==> src/rtl/steer_en_sm.sv <==
// Steering-enable state machine: decides from the captured load-cell pair whether a
// level rider is present (en_steer) or absent (rider_off). STEER_EN_FAST_SIM_EN selects a short dwell timer.
module steer_en_sm #(
    parameter logic [11:0] MIN_RIDER_WT = 12'h200,
    parameter logic [7:0]  WT_HYST      = 8'h40,
`ifdef STEER_EN_FAST_SIM_EN
    parameter int          TMR_BITS     = 15
`else
    parameter int          TMR_BITS     = 26
`endif
) (
    input  logic        clk,
    input  logic        rst,
    input  logic        vld,
    input  logic [11:0] lft_ld,
    input  logic [11:0] rght_ld,
    output logic        en_steer,
    output logic        rider_off
);

    localparam logic [12:0] THR_HI = 13'(MIN_RIDER_WT) + 13'(WT_HYST);
    localparam logic [12:0] THR_LO = 13'(MIN_RIDER_WT) - 13'(WT_HYST);
    localparam logic [TMR_BITS-1:0] TMR_ONE = 1;

    typedef enum logic [1:0] {
        ST_IDLE,
        ST_WAIT,
        ST_STEER
    } state_t;

    state_t state;
    state_t next_state;

    logic [11:0] lft_q;
    logic [11:0] rght_q;
    logic [12:0] sum;
    logic [11:0] adiff;
    logic [12:0] sum_qtr;
    logic [12:0] sum_15_16;
    logic        sum_gt_min;
    logic        sum_lt_min;
    logic        diff_gt_1_4;
    logic        diff_gt_15_16;

    logic [TMR_BITS-1:0] timer;
    logic                tmr_full;
    logic                clr_tmr;
    logic                en_nxt;
    logic                off_nxt;

    // Capture the load pair on each strobe; decisions hold between strobes
    always_ff @(posedge clk) begin
        if (rst) begin
            lft_q  <= '0;
            rght_q <= '0;
        end else if (vld) begin
            lft_q  <= lft_ld;
            rght_q <= rght_ld;
        end
    end

    assign sum   = {1'b0, lft_q} + {1'b0, rght_q};
    assign adiff = (lft_q >= rght_q) ? (lft_q - rght_q) : (rght_q - lft_q);

    assign sum_qtr   = sum >> 2;
    assign sum_15_16 = sum - (sum >> 4);

    assign sum_gt_min    = (sum > THR_HI);
    assign sum_lt_min    = (sum < THR_LO);
    assign diff_gt_1_4   = ({1'b0, adiff} > sum_qtr);
    assign diff_gt_15_16 = ({1'b0, adiff} > sum_15_16);

    assign tmr_full = &timer;

    // Dwell timer: cleared on request, otherwise counts up and sticks at all-ones
    always_ff @(posedge clk) begin
        if (rst) begin
            timer <= '0;
        end else if (clr_tmr) begin
            timer <= '0;
        end else if (!tmr_full) begin
            timer <= timer + TMR_ONE;
        end
    end

    // Next-state and output decode; rider loss outranks imbalance, which outranks the timer
    always_comb begin
        next_state = state;
        clr_tmr    = 1'b0;
        unique case (state)
            ST_IDLE: begin
                if (sum_gt_min) begin
                    next_state = ST_WAIT;
                    clr_tmr    = 1'b1;
                end
            end
            ST_WAIT: begin
                if (sum_lt_min) begin
                    next_state = ST_IDLE;
                end else if (diff_gt_1_4) begin
                    clr_tmr = 1'b1;
                end else if (tmr_full) begin
                    next_state = ST_STEER;
                end
            end
            ST_STEER: begin
                if (sum_lt_min) begin
                    next_state = ST_IDLE;
                end else if (diff_gt_15_16) begin
                    next_state = ST_WAIT;
                    clr_tmr    = 1'b1;
                end
            end
            default: begin
                next_state = ST_IDLE;
            end
        endcase
        en_nxt  = (next_state == ST_STEER);
        off_nxt = (next_state == ST_IDLE);
    end

    // State and registered outputs; the two outputs decode disjoint states
    always_ff @(posedge clk) begin
        if (rst) begin
            state     <= ST_IDLE;
            en_steer  <= 1'b0;
            rider_off <= 1'b1;
        end else begin
            state     <= next_state;
            en_steer  <= en_nxt;
            rider_off <= off_nxt;
        end
    end

endmodule

==> config.mk <==
export PLATFORM = sky130hd
export DESIGN_NAME = steer_en_sm
export DESIGN_NICKNAME = d
export VERILOG_FILES = /design/src/rtl/steer_en_sm.sv
export SDC_FILE = /design/constraint.sdc
export NUM_CORES = 1
export LEC_CHECK = 0
export BUFFER_PORTS_ARGS = -buffer_cell sky130_fd_sc_hd__buf_4
export CORE_MARGIN = 2
export CORE_UTILIZATION = 50
export CTS_CLUSTER_DIAMETER = 50
export DETAILED_ROUTE_END_ITERATION = 7
export PLACE_DENSITY = 0.67
export SETUP_SLACK_MARGIN = 0.05
export SYNTH_ARGS = -nofsm -noshare
export SYNTH_HDL_FRONTEND = slang
export SYNTH_SLANG_ARGS = --single-unit
==> constraint.sdc <==
create_clock -name clk -period 12.1 [get_ports clk]
set_input_delay 2.42 -clock clk [delete_from_list [all_inputs] [get_ports clk]]
set_output_delay 2.42 -clock clk [all_outputs]
set_load 0.02 [all_outputs]
=== After elaboration in Yosys (flattened, before gate mapping) ===
Cells that the tools add are included.

* Register bits: 54
* Logic and storage cells: 37

* Add/sub/neg operators: 5
* Magnitude comparators: 5
* Equal/unequal tests: 3
* Muxes and demuxes: 14
* Reduce and logical (&&, ||, !) cells: 4

{| class="wikitable"
|+ Operators with widths
! kind !! number
|-
| adder 26 x 1 -> 26 bit, second input constant || 1
|-
| AND reduction 26 bit || 1
|-
| subtractor 12 bit || 2
|-
| adder 12 x 12 -> 13 bit || 1
|-
| greater-than comparator 12 x 13 -> 1 bit || 1
|-
| greater-than comparator 13 x 10 -> 1 bit, second input constant || 1
|-
| < comparator 13 x 9 -> 1 bit, second input constant || 1
|-
| subtractor 13 x 9 -> 13 bit || 1
|-
| greater-or-equal comparator 12 bit || 1
|-
| greater-than comparator 12 x 11 -> 1 bit || 1
|-
| two-way mux 12 bit || 1
|-
| two-way mux 2 bit || 6
|-
| one-hot mux 2 bit (3 select lines) || 1
|-
| two-way mux 1 bit || 5
|-
| == test 2 bit, second input constant || 2
|-
| zero test 2 bit || 2
|-
| one-hot mux 1 bit (3 select lines) || 1
|-
| == test 2 x 1 -> 1 bit, second input constant || 1
|-
| OR reduction 2 bit || 1
|}

=== Logic depth before layout (Yosys ltp) ===
* Word-level depth: 7
* Gate-level depth with buffers: 28
* Mapped depth without buffers: 27

=== Least setup slack after synthesis ===
Ideal clock, no wire load.

* Path type: register to register
* From: register lft_q[1]
* To: register rider_off
* Setup time: 0.120 ns
* Arrival: 5.416 ns
* Path slack: 6.565 ns
* Stages on the path, launching flop included: 23
* Clock period less this slack: 5.535 ns
* Cell sequence: dfxtp_1 > inv_1 > ha_1 > nand2b_1 > a2111o_1 > nand2_1 > xnor2_1 > inv_1 > fa_1 > o41a_1 > o31a_1 > o31a_1 > xor2_1 > ha_1 > a21o_1 > a21oi_1 > nand2_1 > o21ai_0 > or3b_2 > a21oi_1 > o21ba_2 > a2111o_1 > a211o_1

* Cells in the longest elaborated chain, start to end: 7
* Elaborated cells between the ends (all ways): 17
* Those cells by class: add/sub: 4; order compare: 5; mux: 7; reduce/logical: 1

{| class="wikitable"
|+ Ends and longest elaborated chain
! what !! RTL line !! text
|-
| start, declared || 34 || <nowiki>logic [11:0] lft_q;</nowiki>
|-
| start signal, assigned || 57 || <nowiki>lft_q <= lft_ld;</nowiki>
|-
| adder 12 x 12 -> 13 bit, or another cell as far along || 62 || <nowiki>assign sum = {1'b0, lft_q} + {1'b0, rght_q};</nowiki>
|-
| subtractor 13 x 9 -> 13 bit or two-way mux 12 bit (tied branches) || 66, 63 ||
|-
| greater-than comparator 12 x 13 -> 1 bit or greater-than comparator 12 x 11 -> 1 bit (tied branches) || 71, 70 ||
|-
| two-way mux 2 bit, on equally long branches || 109, 100 ||
|-
| two-way mux 2 bit, on equally long branches || 107, 98 ||
|-
| one-hot mux 2 bit (3 select lines) (*) || 90 || <nowiki>unique case (state)</nowiki>
|-
| zero test 2 bit (*) || 119 || <nowiki>off_nxt = (next_state == ST_IDLE);</nowiki>
|-
| end signal, assigned || 131 || <nowiki>rider_off <= off_nxt;</nowiki>
|-
| end, declared || 18 || <nowiki>output logic rider_off</nowiki>
|}

Mark *: on every way between the ends. The rest lies on a longest branch, timed or not.
A chain may end at the register's enable or synchronous reset.

=== Worst setup path in the final report ===
* From: register lft_q[5]
* To: register timer[2]

* Cells in the longest elaborated chain, start to end: 7
* Elaborated cells between the ends (all ways): 17
* Those cells by class: add/sub: 4; order compare: 5; mux: 7; reduce/logical: 1

{| class="wikitable"
|+ Ends and longest elaborated chain
! what !! RTL line !! text
|-
| adder 12 x 12 -> 13 bit, or another cell as far along || 62 ||
|-
| subtractor 13 x 9 -> 13 bit or two-way mux 12 bit (tied branches) || 66, 63 ||
|-
| greater-than comparator 12 x 13 -> 1 bit or greater-than comparator 12 x 11 -> 1 bit (tied branches) || 71, 70 ||
|-
| two-way mux 1 bit, on equally long branches || 109, 100 ||
|-
| two-way mux 1 bit, on equally long branches || 107, 98 ||
|-
| one-hot mux 1 bit (3 select lines) (*) || 90 ||
|-
| OR reduction 2 bit (no source line) (*) || n/a ||
|-
| end signal, assigned || 82 || <nowiki>timer <= timer + TMR_ONE;</nowiki>
|-
| end, declared || 45 || <nowiki>logic [TMR_BITS-1:0] timer;</nowiki>
|}

Marks and branches as above.

==> out/qor.txt <==
status: finished, final reports clean
Final min period: 6.58 ns
placeable core area: 10700 sq um
Finish-stage setup viols: 0
vias per cell: 5.88
overall routing resource usage: 0.231
DRC Markers: 0
P&R area growth vs syn: 6.87%
share of cells above drive strength 1: 0.117
drt first pass iters: 5
DP HPWL: 10400 um
Register Area: 1080 sq um
PwrDens: 125 nW/um^2
sequential area share after synthesis: 0.198
Synth area leader: dfxtp_1
VDD IR max: 84.2 uV
worst endpoint required time: 12.30 ns
CTS tree: yes
final hold violation count: 0
pre-CTS setup slack: 5.61 ns
fin util: 0.542
Slew Viols, Final: 0
Mapped Cells: 670
initial antenna violation count: 0
n_diodes: 0
synth warn: 0
syn nets: 770
CP Class: reg -> reg
Worst Tran Pin Value: 1.09 ns
CTS Sinks: 54
setup bufs post-CTS: 0
Max-Cap Viols: 0
Leak: 2.49 nW
TNS Setup: 0 ns
Initial Utilization: 0.507
vias in the first global route: 4635
die area: 11700 sq um
number of routed nets with antenna violations: 0
Multi-input gate area: 4050 sq um
largest net degree at the start of global routing: 31
Post-synth EDFFs: 0
Worst setup SP type: flop
chip width: 108 um
Yosys cell types: 73
Final #Nets: 783
unrepaired setup endpoints after global routing: no
Setup WS post-layout: 5.52 ns
HP Start: timer[1]
GPL Wtd Cong: 0.969
clock root buffer master: clkbuf_8
first-pass GRT wire length: 21600 um
IO buf count: 28
hold_buf cts: 0
Rel. slew slack: 0.273
FFs w/ async S/R, synth: 0
commonest non-fill, non-tap cell in the layout: ha_1
grt ovf: 0
Synth Flop Type: dfxtp_1
Critical Path AT: 6.78 ns
period utilization: 0.544
cts repair resizes: 0
cts bufs inserted: 5
H-tree depth: 2
FMAX: 0.152 GHz
most frequent cells in the layout: 69 x ha_1, 60 x nor2_1, 54 x dfxtp_1
wire per inst: 16.1 um
worst-path fanout max: 26
mapped cell area: 5450 sq um
CTS Buffer Depth: 2
DR iter-0 viols: 264
Die Y: 108 um
CP startpoint: lft_q[5]
# rows: 38
Setup crit end kind: flop
skew final: 0.0341 ns
FILL cells: 1042
DRT Wirelength: 13200 um
Yosys top cell area share: 0.198
Boundary Pins: 29
vias: 4845
launch point of the worst reg-to-reg path: lft_q[5]
Avg Cell Area, Syn: 8.13 sq um
worst skew pair latency: 0.36 ns
Area contributors post-synth: dfxtp_1 20%, ha_1 16%, mux2i_1 5.5%
Hold WC Path Type: reg -> reg
Worst-path clk slew: 0.11 ns
#FFs+latches synth: 54
Hold WS: 0.501 ns
synth_stat cells (9+ instances only):
cell type / count
mux2i_1: 30
xor2_1: 26
nor3_1: 9
ha_1: 69
inv_1: 52
a211oi_1: 11
dfxtp_1: 54
nor2_1: 60
a21o_1: 17
nand3_1: 21
nand2_1: 41
nor4_1: 10
nor2b_1: 10
buf_2: 12
a21oi_1: 41
and3_1: 9
nand4_1: 16
o21ai_0: 16
xnor2_1: 26
nand2b_1: 10
nor2_2: 21
layer usage:
layer  global-route usage  wire, um  up-vias
li1                     -         -     2409
met1                0.276      6010     2294
met2                0.419      6510      117
met3               0.0410       439       25
met4               0.0723       277        0
met5                    0         0        -
worst max-delay path, stage by stage, from the launching register on:
cell,delay (ns)
dfxtp_1,0.39
inv_1,0.06
ha_1,0.60
inv_2,0.20
a21oi_1,0.29
a2111oi_1,0.16
a311oi_2,0.46
inv_1,0.23
ha_1,0.38
a21oi_1,0.14
o41ai_1,0.12
a21o_1,0.17
a21o_1,0.20
a221oi_1,0.37
nand3_1,0.15
xnor2_1,0.17
ha_1,0.31
nand3_1,0.12
nor4_1,0.07
a21oi_1,0.15
o211ai_1,0.13
a311o_1,0.35
a21o_1,0.19
a41oi_4,0.90
nor2_1,0.11
power by group:
group          total [mW]  internal, mW  switching [mW]  leakage (nW)
clock               0.118        0.0432          0.0751        0.0502
sequential          0.194         0.186         0.00803         0.441
combinational       0.417         0.171           0.246          2.00
total               0.729         0.399           0.329          2.49
path summary, 6_finish.rpt:
path              end  slack [ns]  cells after the start
max          timer[2]        5.52                     24
min          timer[1]        0.50                      2
max reg2reg  timer[2]        5.52                     24
min reg2reg  timer[1]        0.50                      2
cells by family (layout without fill, tap and decap cells):
group	Yosys count	in the layout	synth area share
simple gates	231	231	0.219
xor+xnor	52	52	0.0836
flops	54	54	0.198
fa+ha+maj	74	74	0.175
buf+inv	77	91	0.0586
mux	32	32	0.0597
compound gates	150	150	0.206
final cells by class:
| class | count | area share |
|---|---|---|
| Clock buffer | 5 | 0.0118 |
| Multi-Input combinational cell | 539 | 0.695 |
| Sequential cell | 54 | 0.186 |
| Tap cell | 140 | 0.0301 |
| Clock inverter | 3 | 0.00494 |
| Timing Repair Buffer | 29 | 0.0374 |
| Inverter | 54 | 0.0348 |
registers in the layout, indices dropped and copies added, names as in the netlist:
register   cells
lft_q         12
rider_off      1
state          2
timer         26
rght_q        12
en_steer       1
stage by stage:
step                      std cells  power [mW]  area, sq um
after floorplan                 670       0.515         5450
after global placement          816       0.595         5720
after detailed placement        816       0.606         5720
after CTS                       824       0.728         5820
after global routing            824       0.787         5820
final                           824       0.729         5820
Note: power is estimated with default switching activity, not from simulation.
